**config.mk**
```make
export PLATFORM = sky130hd
export DESIGN_NAME = bus_mem_slave
export DESIGN_NICKNAME = d
export VERILOG_FILES = /design/src/rtl/bus_mem_slave.sv
export SDC_FILE = /design/constraint.sdc
export NUM_CORES = 2
export LEC_CHECK = 0
export CAP_MARGIN = 20
export CORE_MARGIN = 1.5
export CORE_UTILIZATION = 49
export CTS_CLUSTER_SIZE = 24
export DETAILED_ROUTE_END_ITERATION = 6
export SETUP_SLACK_MARGIN = 0.05
export SYNTH_ARGS = -nofsm -noshare
export SYNTH_HDL_FRONTEND = slang
export SYNTH_SLANG_ARGS = --single-unit
```
**constraint.sdc**
```tcl
create_clock -name clk -period 5.9 [get_ports clk]
set_input_delay 1.18 -clock clk [delete_from_list [all_inputs] [get_ports clk]]
set_output_delay 1.18 -clock clk [all_outputs]
set_load 0.03 [all_outputs]
```
**src/rtl/bus_mem_slave.sv**
```systemverilog
// ---------------------------------------------------------------------------
// bus_mem_slave
//
// A word-organised memory slave for the CPU's Avalon-style bus. CPU byte
// addresses starting at BASE_ADDR map onto an array of 32-bit words. Writes
// honour per-byte enables. Read data is registered and is valid the cycle
// after the read is accepted. Every transaction is stalled for exactly
// WAIT_STATES cycles using waitrequest, so the CPU's stall handling gets
// exercised.
//
// Ports
//   clk          system clock; all state changes on the rising edge
//   reset_n      asynchronous active-low reset (the memory array is kept)
//   address      CPU byte address
//   read/write   request strobes; held by the CPU while waitrequest is high
//   waitrequest  combinational stall, derived from state and request
//   writedata    write data
//   byteenable   bit i enables writedata[8i+7:8i] onto byte i
//   readdata     registered read data; holds until the next accepted read
//   init_we      backdoor preload strobe; works in any state
//   init_index   backdoor word index
//   init_data    backdoor word data
//   bus_error    sticky error flag for range, alignment and protocol
//                errors; only reset clears it
// ---------------------------------------------------------------------------
module bus_mem_slave #(
  parameter logic [31:0] BASE_ADDR   = 32'hBFC00000,
  parameter int          DEPTH_WORDS = 64,
  parameter int          WAIT_STATES = 2,
  localparam int         AW          = $clog2(DEPTH_WORDS)
) (
  input  logic          clk,
  input  logic          reset_n,
  input  logic [31:0]   address,
  input  logic          write,
  input  logic          read,
  output logic          waitrequest,
  input  logic [31:0]   writedata,
  input  logic [3:0]    byteenable,
  output logic [31:0]   readdata,
  input  logic          init_we,
  input  logic [AW-1:0] init_index,
  input  logic [31:0]   init_data,
  output logic          bus_error
);

  typedef enum logic [1:0] {IDLE, STALL, ACCESS} state_e;

  localparam logic [3:0] WS4     = 4'(WAIT_STATES);
  localparam bit         NO_WAIT = (WAIT_STATES == 0);

  state_e      state_q, state_d;
  logic [3:0]  cnt_q, cnt_d;
  logic [31:0] readdata_q;
  logic        bus_error_q;

  logic [31:0] mem [DEPTH_WORDS];

  logic          req;
  logic          accept;
  logic [31:0]   offset;
  logic [31:0]   word_off;
  logic [AW-1:0] idx;
  logic          is_zero;
  logic          addr_ok;
  logic          rd_acc;
  logic          wr_acc;
  logic          mem_we;
  logic          err_set;

  assign req = read | write;

  // The slave is ready only in ACCESS. With no wait states it is also ready
  // in IDLE, so a request is accepted on the first edge it is seen.
  assign waitrequest = req && !(state_q == ACCESS || (state_q == IDLE && NO_WAIT));
  assign accept      = req && !waitrequest;

  // Address decode. The subtraction wraps for addresses below BASE_ADDR,
  // which yields a huge word offset and so correctly fails the range test.
  assign offset   = address - BASE_ADDR;
  assign word_off = offset >> 2;
  assign idx      = word_off[AW-1:0];
  assign is_zero  = (address == 32'd0);
  assign addr_ok  = (word_off < 32'(DEPTH_WORDS)) && (address[1:0] == 2'b00) && !is_zero;

  // When read and write are both high, the handshake still completes, but
  // the transfer is rejected and only raises the error flag.
  assign rd_acc = accept && read && !write;
  assign wr_acc = accept && write && !read;
  // While reset is held, no bus write reaches the array, even in the
  // zero-wait configuration.
  assign mem_we = wr_acc && addr_ok && reset_n;
  // A read from address 0 is a harmless null read. A write to address 0 is
  // an error.
  assign err_set = accept && ((read && write) ||
                              (rd_acc && !is_zero && !addr_ok) ||
                              (wr_acc && !addr_ok));

  // Wait-state sequencer. cnt counts the stall cycles already spent. The
  // IDLE cycle that first sees the request is stall cycle 1.
  always_comb begin
    state_d = state_q;
    cnt_d   = cnt_q;
    unique case (state_q)
      IDLE: begin
        if (req && !NO_WAIT) begin
          cnt_d   = 4'd1;
          state_d = (WS4 == 4'd1) ? ACCESS : STALL;
        end
      end
      STALL: begin
        if (!req) begin
          // The master withdrew the request, so abandon the transaction.
          state_d = IDLE;
          cnt_d   = 4'd0;
        end else begin
          cnt_d = cnt_q + 4'd1;
          if (cnt_d == WS4) state_d = ACCESS;
        end
      end
      ACCESS: begin
        state_d = IDLE;
        cnt_d   = 4'd0;
      end
      default: begin
        state_d = IDLE;
        cnt_d   = 4'd0;
      end
    endcase
  end

  always_ff @(posedge clk or negedge reset_n) begin
    if (!reset_n) begin
      state_q     <= IDLE;
      cnt_q       <= 4'd0;
      readdata_q  <= 32'd0;
      bus_error_q <= 1'b0;
    end else begin
      state_q <= state_d;
      cnt_q   <= cnt_d;
      if (rd_acc) readdata_q <= addr_ok ? mem[idx] : 32'd0;
      if (err_set) bus_error_q <= 1'b1;
    end
  end

  // Memory array, with no reset. The backdoor write is issued first, so
  // that a bus write to the same word on the same edge overrides only the
  // bytes the bus has enabled.
  always_ff @(posedge clk) begin
    for (int b = 0; b < 4; b++) begin
      if (init_we) mem[init_index][8*b +: 8] <= init_data[8*b +: 8];
      if (mem_we && byteenable[b]) mem[idx][8*b +: 8] <= writedata[8*b +: 8];
    end
  end

  assign readdata  = readdata_q;
  assign bus_error = bus_error_q;

endmodule

```
==> impl_results.md <==
- Clk slew on worst S/H paths: 60 ps
- Initial Utilization: 0.493
- Worst-path fanout max: 22
- Flop and latch count out of synthesis: 2087
- Via density: 6.84
- Drt total wl: 453000 µm
- Static Leakage: 50.9 nW
- Vias in the first global route: 69700
- # Post-CTS Setup Buffers: 0
- CP top delay family: simple AND/OR/NAND/NOR gates
- H-Tree Depth: 4
- Max VDD drop: 268 µV
- Worst setup SP type: primary input
- Placed cells: 10200
- Non-filler cells in the finished layout: 10700
- Worst EP arrival: 4920 ps
- CTS root buffer: clkbuf_16
- CTS buffer count: 229
- Post-cts sizing count: 0
- Power density over cell area: 262 nW/µm²
- Final Skew: 54.2 ps
- Row cnt: 180
- IO buf count: 144
- Register area share after synthesis: 0.526
- CTS Sinks: 2087
- Iteration-0 DRC count of the detailed router: 10400
- Mapped Area: 119000 µm²
- DRT antenna net count: 0
- Number of I/O pins: 145
- Syn. warnings: 0
- Total gr overflow: 0
- Failing checks: design-rule violations
- GPL Wtd Cong: 0.975
- Initial antenna violation count: 45
- Filler cell count: 19100
- First-pass GRT wire length: 610000 µm
- Minimum clock period: 4370 ps
- Cell count along the critical path: 7
- MaxCap Viol Count: 0
- GRT Util Overall: 0.364
- Tcrit/Tclk final: 0.740
- Tightest Pin Transition: 1340 ps
- WP buf/inv: 3
- Most frequent cells in the layout: edfxtp_1, mux2_4, nand2_1
- FMAX: 229 MHz
- Synth async-reset ratio: 0.0187
- Worst hold path type: reg2reg
- Cells after Synth: 7390
- Final count of hold timing violations: 0
- Nets@finish: 7395
- Top FF cell, synth: edfxtp_1
- Residual DRC count: 307
- Placed instance area: 123000 µm²
- CP Class: in2reg
- Crit path largest cell delay: 1200 ps
- CTS tree: built
- Unrepaired setup endpoints after global routing: false
- CP Cell Sequence: clkdlybuf4s50_1 > buf_4 > nand3b_4 > nor2_4 > buf_4 > nand2_8 > nand2_1
- Syn_nets: 7503
- Post-synth EDFFs: 2048
- CTS Buffer Depth: 3
- Crit. End Element: flip-flop
- Commonest non-fill, non-tap cell in the layout: edfxtp_1
- Synth cell types: 84
- Slowest cell on crit path: nor2_4
- Number of cells on the worst reg-to-reg path: 8
- Core ar.: 241000 µm²
- DR pass1 iterations: 7
- Setup TNS: 0 ps
- WL/cell: 42.2 µm
- Hpwl dp: 292000 µm
- Synthesized area per cell: 16.1 µm²
- Slew margin rel.: 0.107
- Synth area leaders: edfxtp_1, mux2_4, nand2_8, mux4_2, mux2_2
- DR vias: 73200
- Hold Path Depth: 1
- Crit path required time: 6450 ps
- Area Growth Syn to Fin: 9.83%
- Largest net degree at the start of global routing: 99
- Cell accounting for the most synthesized area: edfxtp_1
- Most frequent CP cell: buf_4
- Final instance area: 130000 µm²
- Fin. max-slew vios: 0
- Final setup viols: 0
- Yosys top cell area share: 0.518
- Die W: 495 µm
- Chip Height: 495 µm
- Clk_lat worst skew: 940 ps
- Die area: 245000 µm²
- Status: finished with violations
- Layout cells sized above 1: 0.448
- Hold-fix buffers, CTS: 0
area by class of cell:
class | count | area, µm² | area share
inverter | 8 | 37.5 | 0.000288
multi-input combinational | 4514 | 52700 | 0.404
sequential | 2087 | 62500 | 0.479
clock buffer | 294 | 6040 | 0.0463
tap | 3185 | 3990 | 0.0306
antenna | 50 | 125 | 0.000960
clock inverter | 134 | 1120 | 0.00862
timing repair buffer | 442 | 3930 | 0.0301
sequential cells by signal, indices dropped and copies added (netlist names):
name / count
mem: 2048
readdata: 32
cnt_q: 4
state_q: 2
bus_error: 1
layer usage:
| layer | share of wire | GRT usage |
|---|---|---|
| met1 | 0.38 | 0.465 |
| met2 | 0.43 | 0.521 |
| met3 | 0.12 | 0.121 |
| met4 | 0.076 | 0.245 |
| met5 | 0.0015 | 0.0121 |
report_power, final:
part,total (mW),switching [mW],internal (mW)
registers,16.4,0.0492,16.4
clock network,14.1,6.31,7.82
logic,3.61,2.13,1.48
total,34.2,8.50,25.7
worst register-to-register path: cells and delay by family, from the launching register on:
| family | cells | cell delay (ps) |
|---|---|---|
| and+or+nand+nor | 5 | 1520 |
| DFF | 1 | 450 |
| buffers and inverters | 2 | 970 |
| AOI/OAI and AO/OA | 1 | 320 |
final timing paths:
kind	start	end	slack (ps)
min in group asynchronous	reset_n	state_q[0]	510
worst max register to register	state_q[1]	mem[16][13]	2270
worst min register to register	bus_error	bus_error	470
worst min-delay path	bus_error	bus_error	470
max in group asynchronous	reset_n	readdata[25]	4730
worst max-delay path	address[7]	mem[33][5]	1530
cell families after synthesis:
group / share of synthesized area
XOR/XNOR: 0.000148
flip-flops: 0.526
adder cells (fa/ha/maj): 0.000211
multiplexers: 0.311
AO/OA/AOI/OAI: 0.0611
AND/OR/NAND/NOR: 0.0704
buffers and inverters: 0.0313
per-stage QoR:
stage / worst slack, ps / power [mW] / hold WS (ps) / util
final: 1530 / 34.2 / 474 / 0.542
after CTS: 1770 / 34.1 / 480 / 0.541
after global routing: 1610 / 34.8 / 494 / 0.541
after detailed placement: 830 / 20.2 / 471 / 0.511
after global placement: 833 / 20.2 / 461 / 0.511
after floorplan: 2630 / 19.0 / 468 / -
cells in the mapped netlist (23+ instances only):
master and instances:
a211oi_1 43, a21oi_1 142, a221oi_1 36, a22oi_1 51, buf_1 102, buf_12 24, buf_2 115, buf_4 33
clkbuf_1 494, dfrtp_1 39, edfxtp_1 2048, mux2_2 236, mux2_4 1920, mux2i_1 170, mux4_2 163, nand2_1 413
nand2_8 240, nor2_1 116, nor2_4 52, nor3_1 23, o21ai_0 153, o221ai_1 151, o22a_1 35, o22ai_1 330
No activity file was read; power rests on OpenSTA's default activity.
